[config.mk]
export PLATFORM = sky130hd
export DESIGN_NAME = ai_traffic_controller
export DESIGN_NICKNAME = d
export VERILOG_FILES = /design/src/rtl/ai_traffic_controller.sv
export SDC_FILE = /design/constraint.sdc
export NUM_CORES = 1
export LEC_CHECK = 0
export ABC_AREA = 1
export BUFFER_PORTS_ARGS = -buffer_cell sky130_fd_sc_hd__buf_2
export CORE_ASPECT_RATIO = 0.6
export CORE_MARGIN = 1
export CORE_UTILIZATION = 45
export DETAILED_ROUTE_END_ITERATION = 10
export PLACE_DENSITY = 0.76
export SETUP_SLACK_MARGIN = 0.15
export SLEW_MARGIN = 20
export SYNTH_ARGS = -nofsm -noshare
export SYNTH_HDL_FRONTEND = slang
export SYNTH_SLANG_ARGS = --single-unit
[constraint.sdc]
create_clock -name clk -period 5.8 [get_ports clk]
set_clock_uncertainty 0.1 [all_clocks]
set_input_delay 0.87 -clock clk [delete_from_list [all_inputs] [get_ports clk]]
set_output_delay 0.87 -clock clk [all_outputs]
set_load 0.05 [all_outputs]
[src/rtl/ai_traffic_controller.sv]
// ai_traffic_controller: pool of AI car slots swept once per frame (update, spawn, publish); define AI_RANDOM_SPEED_EN for per-car random spawn speed
module ai_traffic_controller #(
   parameter int NUM_CARS       = 4,
   parameter int COORD_W        = 11,
   parameter int SCREEN_H       = 480,
   parameter int NUM_LANES      = 4,
   parameter int LANE_X0        = 192,
   parameter int LANE_W         = 64,
   parameter int CAR_W          = 64,
   parameter int CAR_H          = 64,
   parameter int BASE_SPEED     = 6,
   parameter int SPAWN_COOLDOWN = 40
) (
   input  logic                                    clk,
   input  logic                                    resetN,
   input  logic                                    frame_start,
   input  logic [COORD_W-1:0]                      random,
   input  logic [9:0]                              player_speed,
   input  logic [NUM_CARS-1:0]                     collision_hit,
   output logic [NUM_CARS-1:0][4:0][COORD_W-1:0]   car_state,
   output logic [NUM_CARS-1:0]                     active,
   output logic                                    busy
);
   localparam int IW = NUM_CARS > 1 ? $clog2(NUM_CARS) : 1;
   typedef enum logic [1:0] {IDLE, UPDATE, SPAWN, PUBLISH} state_t;
   state_t state_q, state_d;
   logic [IW-1:0] idx_q, idx_d, free_idx;
   logic [NUM_CARS-1:0][4:0][COORD_W-1:0] wrk_q, wrk_d;
   logic [NUM_CARS-1:0][COORD_W-1:0] spd_q, spd_d;
   logic [NUM_CARS-1:0] act_q, act_d, hit_q, hit_d;
   logic [COORD_W-1:0] cool_q, cool_d, cool_dec, lane, new_spd;
   logic [COORD_W:0] ny;
   logic has_free;
   assign busy     = state_q != IDLE;
   assign cool_dec = cool_q == '0 ? '0 : cool_q - 1'b1;
   assign lane     = random % COORD_W'(NUM_LANES);
   assign ny       = {1'b0, wrk_q[idx_q][2]} + (COORD_W+1)'(player_speed / 10'd32) - {1'b0, spd_q[idx_q]};
`ifdef AI_RANDOM_SPEED_EN
   assign new_spd  = COORD_W'(BASE_SPEED) + COORD_W'(random[1:0]);
`else
   assign new_spd  = COORD_W'(BASE_SPEED);
`endif
   // lowest-index free slot, using occupancy after this sweep's retirements
   always_comb begin
      has_free = 1'b0;
      free_idx = '0;
      for (int k = NUM_CARS - 1; k >= 0; k--) begin
         if (!act_q[k]) begin
            has_free = 1'b1;
            free_idx = IW'(k);
         end
      end
   end
   // sweep FSM: per-slot move/retire, then one spawn opportunity, then publish
   always_comb begin
      state_d = state_q;
      idx_d   = idx_q;
      wrk_d   = wrk_q;
      spd_d   = spd_q;
      act_d   = act_q;
      cool_d  = cool_q;
      hit_d   = hit_q | collision_hit;
      case (state_q)
         IDLE: begin
            if (frame_start) begin
               state_d = UPDATE;
               idx_d   = '0;
            end
         end
         UPDATE: begin
            if (act_q[idx_q]) begin
               if (hit_q[idx_q] || collision_hit[idx_q] || ny[COORD_W] || ny[COORD_W-1:0] >= COORD_W'(SCREEN_H)) begin
                  act_d[idx_q]    = 1'b0;
                  wrk_d[idx_q][4] = '0;
               end else begin
                  wrk_d[idx_q][2] = ny[COORD_W-1:0];
               end
            end
            hit_d[idx_q] = 1'b0;
            idx_d        = idx_q + 1'b1;
            state_d      = idx_q == IW'(NUM_CARS - 1) ? SPAWN : UPDATE;
         end
         SPAWN: begin
            cool_d = cool_dec;
            if (cool_dec == '0 && has_free) begin
               wrk_d[free_idx] = {COORD_W'(1) + COORD_W'(random[COORD_W-1]),
                                  COORD_W'(LANE_X0) + lane * COORD_W'(LANE_W),
                                  COORD_W'(0), COORD_W'(CAR_W), COORD_W'(CAR_H)};
               spd_d[free_idx] = new_spd;
               act_d[free_idx] = 1'b1;
               cool_d          = COORD_W'(SPAWN_COOLDOWN);
            end
            state_d = PUBLISH;
         end
         default: state_d = IDLE;
      endcase
   end
   // state registers; published outputs refresh only in PUBLISH so drawers see whole sweeps
   always_ff @(posedge clk) begin
      if (!resetN) begin
         state_q   <= IDLE;
         idx_q     <= '0;
         wrk_q     <= '0;
         spd_q     <= '0;
         act_q     <= '0;
         hit_q     <= '0;
         cool_q    <= '0;
         car_state <= '0;
         active    <= '0;
      end else begin
         state_q <= state_d;
         idx_q   <= idx_d;
         wrk_q   <= wrk_d;
         spd_q   <= spd_d;
         act_q   <= act_d;
         hit_q   <= hit_d;
         cool_q  <= cool_d;
         if (state_q == PUBLISH) begin
            car_state <= wrk_q;
            active    <= act_q;
         end
      end
   end
endmodule

; ---- Yosys cells after proc, flatten, opt, wreduce, memory -nomap -nowiden
; Index checks and enable logic that the tools add are counted.
[totals]
regBits = 511
in_bits = 28
output_inout_bits = 225
elab_cells = 143
[classes]
addsub = 6
magnitude_cmp = 5
eq_ne = 8
n_mux = 48
bitwise = 10
reduce_logical = 16
[ops]
columns = operator, count
row1 = $mux W220, 3
row2 = $bwmux W220, 2
row3 = $pmux W220 S2, 1
row4 = $demux W55 S2, 3
row5 = $and A220 B220 Y220, 1
row6 = $not A220 Y220, 1
row7 = $bmux W55 S2, 1
row8 = $mux W55, 2
row9 = $mux W33, 2
row10 = $mux W11, 4
row11 = $and A36 B36 Y36, 1
row12 = $not A36 Y36, 1
row13 = $bmux W11 S2, 1
row14 = $demux W11 S2, 1
row15 = $logic_not A11 Y1, 2
row16 = $mux W4, 4
row17 = $mux W2, 7
row18 = $add A11 B5 Y12, 1
row19 = $sub A12 B11 Y12, 1
row20 = $ge A11 B9 Y1 const B, 1
row21 = $sub A11 B1 Y11 const B, 1
row22 = $add A8 B8 Y9 const A, 1
row23 = $mux W1, 9
row24 = $and A4 B4 Y4, 2
row25 = other kinds (22), 40

; ---- Logic depth before layout (Yosys ltp)
; Gate-level depths: netlist of the first run.
[logic_depth]
depth_word = 11
mapped_depth = 27
depth_no_buf = 25

; ---- Worst setup path before layout of the first run
; No wires, ideal clock.
[synth_path]
kind = flip-flop to flip-flop
start = register idx_q[0]
end = register wrk_q[211] (netlist bit)
setup_ns = 0.109
arrival_ns = 3.641
required_ns = 5.591
setup_slack_ns = 1.950
path_stages_with_launch = 24
path_buffers = 2
synth_period_minus_slack_ns = 3.850
cell_sequence = dfxtp_1 inv_1 clkbuf_1 clkbuf_1 nand2_1 a21oi_1 fa_1 fa_1 inv_1 nand2_1 nand2_1 nand3_1 nand2_1 nand2_1 nand2_1 nand3_1 nor2_1 nor2_4 nand2_4 nand2_8 nand2_1 o211ai_4 nand2_1 inv_1
[synth_between]
elab_chain_len = 9
word_cells_on_any_way = 30
classes_between = add/sub (2) / order compare (3) / eq/ne (1) / mux (17) / bitwise (2) / reduce/logical (5)
[synth_rtl]
columns = element, line
row1 = "start, declared", 27  ; logic [IW-1:0] idx_q, idx_d, free_idx;
row2 = "start signal, assigned", 112  ; idx_q <= idx_d;
row3 = $bmux W55 S2 (tied with other cells), 37  ; assign ny = {1'b0, wrk_q[idx_q][2]} + (COORD_W+1)'(player_speed / 10'd32) - {1'b0, spd_q[idx_q]};
row4 = $mux W33 (implied by the code) or $logic_and A1 B1 Y1 (tied branches), "37, 74"
row5 = $add A11 B5 Y12 or $mux W55 (tied branches), "37, 74"
row6 = $sub A12 B11 Y12 or $demux W55 S2 (tied branches), "37, 74"
row7 = $ge A11 B9 Y1 (tied with other cells), 72  ; if (hit_q[idx_q] || collision_hit[idx_q] || ny[COORD_W] || ny[COORD_W-1:0] >= COORD_W'(SCREEN_H)) begin
row8 = $logic_or A1 B1 Y1 or $and A220 B220 Y220 (tied branches), --
row9 = $mux W220, 72
row10 = $mux W220, 71  ; if (act_q[idx_q]) begin
row11 = $pmux W220 S2, 63  ; case (state_q)
row12 = "end signal, assigned", 113  ; wrk_q <= wrk_d;
row13 = "end, declared", 28  ; logic [NUM_CARS-1:0][4:0][COORD_W-1:0] wrk_q, wrk_d;
; Parallel ways exist; a longest one is shown, timed or not. The select of a mux whose other input is x is not followed.
; A chain may end at the register's enable or synchronous reset.

; ---- Worst setup path after layout of the first run
[layout_path]
start = register idx_q[1]
end = register wrk_q[156] (netlist bit)
; The elaborated chain is that of the path after synthesis.

==> flow_summary_export.csv, run 1 <==
group,metric,value,unit
outcome,outcome,"completed",
floorplan,die_area,0.0302,mm²
final_layout,area_growth,9.09,%
floorplan,die_x,224,µm
final_layout,fillers,2833,
sta,slew_headroom,28.3,%
critical_path,path_cells,"inv_1 -> o21ai_0 -> a21oi_1 -> a21oi_1 -> fa_1 -> fa_1 -> inv_1 -> nand2_1 -> nand2_1 -> nand3_1 -> nand2_1 -> nand2_1 -> nand2_1 -> nand3_1 -> nor2_1 -> nor2_4 -> nand2_4 -> nand2_8 -> nand2_1 -> o211ai_4 -> nand2_1 -> inv_1",
critical_path,r2r-start,"idx_q[1]$_SDFFE_PN0P_",
critical_path,rr_worst_depth,22,
critical_path,slowest_delay,600,ps
critical_path,critPathTopFamily,"simple AND/OR/NAND/NOR gates",
critical_path,cp-end-kind,"flip-flop",
synth,synth_xor_area_share,0.264,%
detailed_routing,routed_wl,33400,µm
critical_path,worst_ep_arrival_time,5120,ps
synth,synth_largest_area_cell,"dfxtp_1",
synth,async_flop_share,0,%
power,power_leakage,7.72,nW
cts,clkLatencyLatePin,530,ps
placed_design,io_buffers,127,
sta,layout_setup_ws,1010,ps
power,vdd_drop_max,0.169,mV
critical_path,critPathMostFrequentCell,"nand2_1",
sta,hold_viol,0,
synth,synth_top_family_by_area,"simple AND/OR/NAND/NOR gates",
cts,cts_tree,"built",
synth,yosys.area_share.simple,23.8,%
final_layout,nets,1997,
power,finalPower,0.00432,W
final_layout,finalInstanceArea,0.0145,mm²
global_routing,grt_usage,21.5,%
cts,clk_path_buf_depth,3,
placed_design,dp_worst_setup_slack,1130,ps
global_routing,antenna_found_initial,0,
detailed_routing,drtPass1Iterations,7,
sta,final_max_slew_viol_count,0,
final_layout,final_util,50.2,%
synth,synth_fa_ha_area_share,3.49,%
synth,ys.flop_type,"dfxtp_1",
cts,post-cts-setup-buffers,0,
global_routing,grt_max_degree,91,
sta,period_minus_slack,4790,ps
critical_path,slowest_stage,"inv_1",
critical_path,r2r_slack,1010,ps
critical_path,cp.depth,22,
cts,cts.clk_slew.worst_paths,70,ps
critical_path,crit_buf_inv,3,
synth,syn_area,0.0133,mm²
final_layout,n_antenna_cell,0,
placed_design,dpl.hpwl,23800,µm
critical_path,crit_start,"idx_q[1]$_SDFFE_PN0P_",
synth,muxShareOfSynthArea,0,%
synth,synth_compound_area_share,13.5,%
critical_path,r2r-end,"wrk_q[156]$_SDFFE_PN0P_",
synth,ys_ff_latch,279,
synth,syn_inst,1868,
detailed_routing,ant_nets,0,
placed_design,dpl_cell_area,0.0137,mm²
floorplan,die_height,135,µm
sta,finalSetupTns,0,ps
placed_design,finalWeightedCongestion,0.931,
detailed_routing,dr_total_vias,11576,
hold_path,hp-class,"reg2reg",
critical_path,crit_type,"reg2reg",
global_routing,grt_pass1_wl,52500,µm
critical_path,crit_required,6120,ps
synth,synth-edff-count,0,
critical_path,cp-start-kind,"flip-flop",
critical_path,path_max_fanout,21,
floorplan,rows,48,
sta,setup_viol,0,
detailed_routing,viasPerCell,4.93,
synth,seq_area_frac_synth,42.0,%
global_routing,grt_pass1_vias,10048,
synth,synth.avg_cell_area,7.11,µm²
cts,cts_hold_buf,0,
cts,root_buffer,"clkbuf_16",
final_layout,drive_gt1_share,10.6,%
critical_path,cp-endpoint,"wrk_q[156]$_SDFFE_PN0P_",
sta,rsz0062_at_grt,"no",
synth,ys.warnings.count,0,
run,maxCapViolCount,0,
synth,synthTopCellsByArea,"dfxtp_1, nand2_1, inv_1",
detailed_routing,post_drt_wl_per_cell,14.2,µm
detailed_routing,first_iter_violations,1089,
floorplan,initial_core_util,46.0,%
sta,post-route-period-util,82.7,%
detailed_routing,drc_errors,0,
floorplan,ioPinCount,253,
synth,synth.distinct_cells,46,
global_routing,grt-ovfl-total,0,
sta,fmax,0.209,GHz
cts,numCtsBuffers,25,
cts,cts.sinks,279,
sta,worst_slew_pin_slew,1070,ps
floorplan,core_area,0.0289,mm²
cts,htreeDepth,1,
power,powerDensity,298,mW/mm²
synth,netlist.area_leader.share,42.0,%
cts,cts_resized,0,
-- how the worst min path moves through the flow --
| stage | cells past startpoint | from | endpoint |
|---|---|---|---|
| floorplan | 2 | wrk_q[87]$_SDFFE_PN0P_ | wrk_q[87]$_SDFFE_PN0P_ |
| global placement | 2 | wrk_q[87]$_SDFFE_PN0P_ | wrk_q[87]$_SDFFE_PN0P_ |
| detailed placement | 2 | wrk_q[87]$_SDFFE_PN0P_ | wrk_q[87]$_SDFFE_PN0P_ |
| CTS | 2 | wrk_q[87]$_SDFFE_PN0P_ | wrk_q[87]$_SDFFE_PN0P_ |
| global route | 2 | wrk_q[87]$_SDFFE_PN0P_ | wrk_q[87]$_SDFFE_PN0P_ |
| finish | 2 | wrk_q[87]$_SDFFE_PN0P_ | wrk_q[87]$_SDFFE_PN0P_ |
-- kinds of logic (layout without fill, tap and decap cells) --
group | after synthesis | after routing
xor gates and xnor gates | 4 | 4
other | 1 | 112
buffers and inverters | 472 | 443
adders and majority gates | 34 | 34
and+or+nand+nor | 748 | 748
DFF | 279 | 279
AOI/OAI and AO/OA | 330 | 330
-- cells in the mapped netlist (2+ instances only) --
library cell	count
nand2_1	310
dfxtp_1	279
inv_1	262
nor2_1	261
o21ai_0	160
a21oi_1	139
nand3_1	122
buf_4	118
clkbuf_1	75
ha_1	29
nand4_1	13
nor3_1	12
nand2_2	8
buf_1	7
a32o_1	6
buf_2	5
fa_1	5
nor2_2	5
o22ai_1	5
o211ai_4	4
a211oi_1	3
buf_6	3
nor2_4	3
o31ai_1	3
and2_1	2
nand2_4	2
nand3_4	2
nand3b_1	2
o211ai_1	2
o21ai_1	2
or2_2	2
xnor2_1	2
xor2_1	2
-- flip-flops by register name, indices dropped and copies added, names as in the netlist --
register,count
spd_q,44
active,4
act_q,4
idx_q,2
hit_q,4
car_state,104
wrk_q,104
cool_q,11
state_q,2
-- cell usage in the layout, fill, tap and decap left out, drive strengths merged, types with 3 or more instances in the layout --
cell / netlist / routed
fa: 5 / 5
a211oi: 3 / 3
inv: 263 / 263
o22ai: 5 / 5
nand2: 321 / 321
a21oi: 139 / 139
or2: 3 / 3
nor3: 12 / 12
nand4: 14 / 14
nor2: 269 / 269
o31ai: 3 / 3
conb: 1 / 112
clkinv: 1 / 5
dfxtp: 279 / 279
buf: 133 / 137
nand3: 125 / 125
o21ai: 162 / 162
a32o: 6 / 6
clkbuf: 75 / 35
o211ai: 6 / 6
ha: 29 / 29
-- routing by layer --
layer / up-vias / share of wire [%] / track usage, %
li1: 5769 / - / -
met1: 5300 / 48 / 32.8
met2: 473 / 42 / 31.2
met3: 34 / 8.7 / 4.16
met4: 0 / 1.3 / 3.88
met5: - / 0 / 0
-- where the power goes --
group / switching, W / internal (W) / leakage (nW) / total (W)
sequential: 0.00000471 / 0.00192 / 2.25 / 0.00193
combinational: 0.000581 / 0.000159 / 5.08 / 0.000741
clock: 0.000714 / 0.000942 / 0.394 / 0.00166
total: 0.00130 / 0.00302 / 7.72 / 0.00432
-- worst reg2reg max path: cells and delay by family, from the launching register on --
family          cells  cell delay [ps]
compound gates      4              720
fa+ha+maj           2              990
buf+inv             3              780
flops               1              310
simple gates       13             1800
-- area by class of cell --
cell class	count	area, µm²	area share (%)
sequential	279	5590	38.5
timing repair buffer	137	729	5.03
clock buffer	35	713	4.92
multi-input combinational	1228	5880	40.6
inverter	264	996	6.87
tap	400	500	3.45
clock inverter	7	87.6	0.604
-- metrics by stage --
step / hold slack, ps / std cells
final: 341 / 2350
after global routing: 360 / 2350
after CTS: 339 / 2350
after detailed placement: 330 / 2308
after global placement: 329 / 2308
after floorplan: 318 / 1979
Note: power is estimated with default switching activity, not from simulation.
==> run 2: changes to the inputs <==
ABC_AREA = 0   (was 1)
PLACE_DENSITY = 0.79   (was 0.76)
clock period = 4 ns   (was 5.8 ns; I/O delays follow)
==> run 2 against run 1 <==
Compared with the run above: the flow now finishes with violations (negative setup slack); largest cell class unchanged; final cell count shrank 25%; register-to-register slack got worse by 1300 ps; critical path type unchanged; non-clock buffer count is 83 higher; synthesized cell count down 35%; utilization increased by 7.1 points; clock power grew 46%.
==> flow_summary_export.csv, run 2 <==
group,metric,value,unit
outcome,outcome,"finished with violations",
outcome,violations,"negative setup slack",
power,vdd_drop_max,0.303,mV
sta,setup_viol,92,
critical_path,rr_worst_depth,18,
critical_path,cp-end-kind,"flip-flop",
synth,synth_commonest_cells,"dfxtp_1, nor2_1, buf_4, mux2i_1, and2_1",
floorplan,rows,45,
critical_path,crit_buf_inv,7,
synth,syn_area,0.0120,mm²
critical_path,r2r_slack,-280,ps
hold_path,hold-path-cell-count,2,
sta,fmax,0.233,GHz
critical_path,critPathTopFamily,"compound AO/OA/AOI/OAI gates",
sta,hold_viol,0,
critical_path,path_cells,"buf_12 -> mux4_2 -> inv_2 -> fa_1 -> inv_2 -> ha_4 -> a21o_1 -> a31oi_4 -> buf_6 -> and2_4 -> o211ai_1 -> nand4b_1 -> and3_4 -> buf_12 -> o41ai_4 -> buf_4 -> buf_12 -> o22ai_2",
global_routing,grt_pass1_wl,46800,µm
global_routing,grt_pass1_vias,8258,
cts,cts.sinks,279,
sta,post-route-period-util,107,%
critical_path,slowest_stage,"mux4_2",
final_layout,top_regs,"car_state (104), wrk_q (104), spd_q (44)",
hold_path,min_from,"random[0]",
synth,async_flop_share,0,%
floorplan,core_area,0.0257,mm²
global_routing,antenna_found_initial,1,
synth,ys.flop_type,"dfxtp_1",
final_layout,final_common_cell,"dfxtp_1",
synth,netlist.area_leader.share,46.5,%
detailed_routing,ant_nets,0,
placed_design,finalWeightedCongestion,0.919,
floorplan,ioPinCount,253,
synth,ys.warnings.count,0,
synth,ys_ff_latch,279,
synth,synth-edff-count,0,
final_layout,n_antenna_cell,0,
synth,synth.distinct_cells,68,
cts,htreeDepth,1,
global_routing,grt-ovfl-total,0,
critical_path,path_max_fanout,6,
sta,final_max_slew_viol_count,0,
sta,slew_headroom,29.2,%
critical_path,cp-start-kind,"flip-flop",
cts,root_buffer,"clkbuf_16",
synth,yosysMostFrequentCell,"dfxtp_1",
sta,rsz0062_at_grt,"yes",
cts,cts_tree,"built",
synth,synth_top_family_by_area,"simple AND/OR/NAND/NOR gates",
sta,period_minus_slack,4280,ps
final_layout,final_util,57.3,%
final_layout,drive_gt1_share,27.6,%
synth,muxShareOfSynthArea,14.2,%
synth,synth_largest_area_cell,"dfxtp_1",
critical_path,r2r-end,"wrk_q[209]$_SDFFE_PN0P_",
final_layout,area_growth,22.7,%
detailed_routing,dr_total_vias,9230,
cts,cts.clk_slew.worst_paths,70,ps
synth,synth_xor_area_share,0.583,%
detailed_routing,first_iter_violations,875,
synth,seq_area_frac_synth,46.5,%
sta,layout_setup_ws,-283,ps
detailed_routing,post_drt_wl_per_cell,18.1,µm
synth,yosys.area_share.simple,15.9,%
sta,worst_slew_pin_slew,1060,ps
global_routing,grt_usage,22.1,%
critical_path,critPathMostFrequentCell,"buf_12",
placed_design,dpl.hpwl,21000,µm
floorplan,die_height,129,µm
placed_design,dpl.cell_count,1681,
critical_path,crit_required,4290,ps
final_layout,most-common-layout-cells,"dfxtp_1, nor2_1, buf_2, mux2i_1, conb_1",
synth,synth_fa_ha_area_share,3.85,%
hold_path,min_to,"wrk_q[149]$_SDFFE_PN0P_",
critical_path,crit_type,"reg2reg",
critical_path,slowest_delay,520,ps
synth,synth_compound_area_share,8.01,%
detailed_routing,drc_errors,0,
cts,numCtsBuffers,25,
cts,clkLatencyLatePin,540,ps
critical_path,worst_ep_arrival_time,4570,ps
floorplan,initial_core_util,46.7,%
run,maxCapViolCount,0,
cts,clk_path_buf_depth,3,
critical_path,r2r-start,"idx_q[1]$_SDFFE_PN0P_",
detailed_routing,routed_wl,31900,µm
synth,syn_inst,1213,
synth,synth.avg_cell_area,9.90,µm²
power,powerDensity,399,mW/mm²
global_routing,grt_max_degree,97,
power,power_leakage,6.07,nW
hold_path,hp-class,"in2reg",
final_layout,nets,1456,
final_layout,final_cells,1763,
floorplan,die_area,0.0274,mm²
synth,synthTopCellsByArea,"dfxtp_1, mux2i_1, buf_4",
placed_design,io_buffers,127,
floorplan,die_x,213,µm
detailed_routing,drtPass1Iterations,5,
detailed_routing,viasPerCell,5.24,
[run 2: cell count changes in the layout (fill, tap and decap cells not counted), moves of 10 or more]
cell and delta:
nand3_1 -101, inv_1 -222, a21oi_1 -114, o2bb2ai_2 +14, and2_1 +48, mux4_2 +24, buf_4 +54, buf_6 +17
and3_1 +10, nor2_1 -68, a22o_1 +16, o21ai_0 -148, mux2i_1 +117, nand2_1 -266
[run 2: cell type report]
| type | count | area (µm²) |
|---|---|---|
| Fill cell | 2155 | 11000 |
| Inverter | 47 | 179 |
| Tap cell | 352 | 440 |
| Clock inverter | 10 | 108 |
| Sequential cell | 279 | 5590 |
| Timing Repair Buffer | 220 | 1560 |
| Multi-Input combinational cell | 821 | 6160 |
| Clock buffer | 34 | 699 |
[run 2: timing repair]
| item | CTS | global route |
|---|---|---|
| endpoints found under the setup margin | 92 | 92 |
| gates resized for setup | 59 | 63 |
| pin swaps | 45 | 31 |
| hold buffers | 0 | 0 |
| cloned | 5 | 1 |
| buffers inserted | 15 | 17 |
[run 2: metrics by stage]
step | cell area [µm²] | hold slack [ps] | power [W] | TNS (ps) | setup WS (ps)
after floorplan | 12600 | 309 | 0.00337 | -478 | -94.1
after global placement | 13000 | 318 | 0.00338 | -6300 | -189
after detailed placement | 13000 | 321 | 0.00339 | -13980 | -322
after CTS | 14300 | 283 | 0.00584 | -7170 | -151
after global routing | 14700 | 305 | 0.00608 | -29950 | -414
final | 14700 | 316 | 0.00589 | -19170 | -283
[run 2: layer usage]
metal	track usage [%]	routed length, µm	up-vias
li1	-	-	4272
met1	34.1	15200	4453
met2	29.2	12700	439
met3	6.88	3350	64
met4	4.87	595	2
met5	0	13	-
[run 2: power by group]
group	total (W)	leakage [nW]	internal (W)	switching, W
registers	0.00279	2.25	0.00278	0.00000647
clock network	0.00242	0.403	0.00136	0.00106
logic	0.000682	3.42	0.000190	0.000492
[run 2: worst max-delay path by stage]
stage	start	to	slack [ps]	cells after the start
after CTS	idx_q[0]$_SDFFE_PN0P_	wrk_q[213]$_SDFFE_PN0P_	-150	16
after global placement	idx_q[0]$_SDFFE_PN0P_	wrk_q[47]$_SDFFE_PN0P_	-190	15
final	idx_q[1]$_SDFFE_PN0P_	wrk_q[209]$_SDFFE_PN0P_	-280	18
after floorplan	idx_q[0]$_SDFFE_PN0P_	wrk_q[85]$_SDFFE_PN0P_	-90	15
after detailed placement	idx_q[1]$_SDFFE_PN0P_	wrk_q[52]$_SDFFE_PN0P_	-320	16
after global routing	idx_q[0]$_SDFFE_PN0P_	wrk_q[54]$_SDFFE_PN0P_	-410	17
[run 2: cell families after synthesis]
logic type | Yosys count
simple gates | 399
flops | 279
buf+inv | 226
mux | 141
compound gates | 125
fa+ha+maj | 34
xor+xnor | 8
other cells | 1
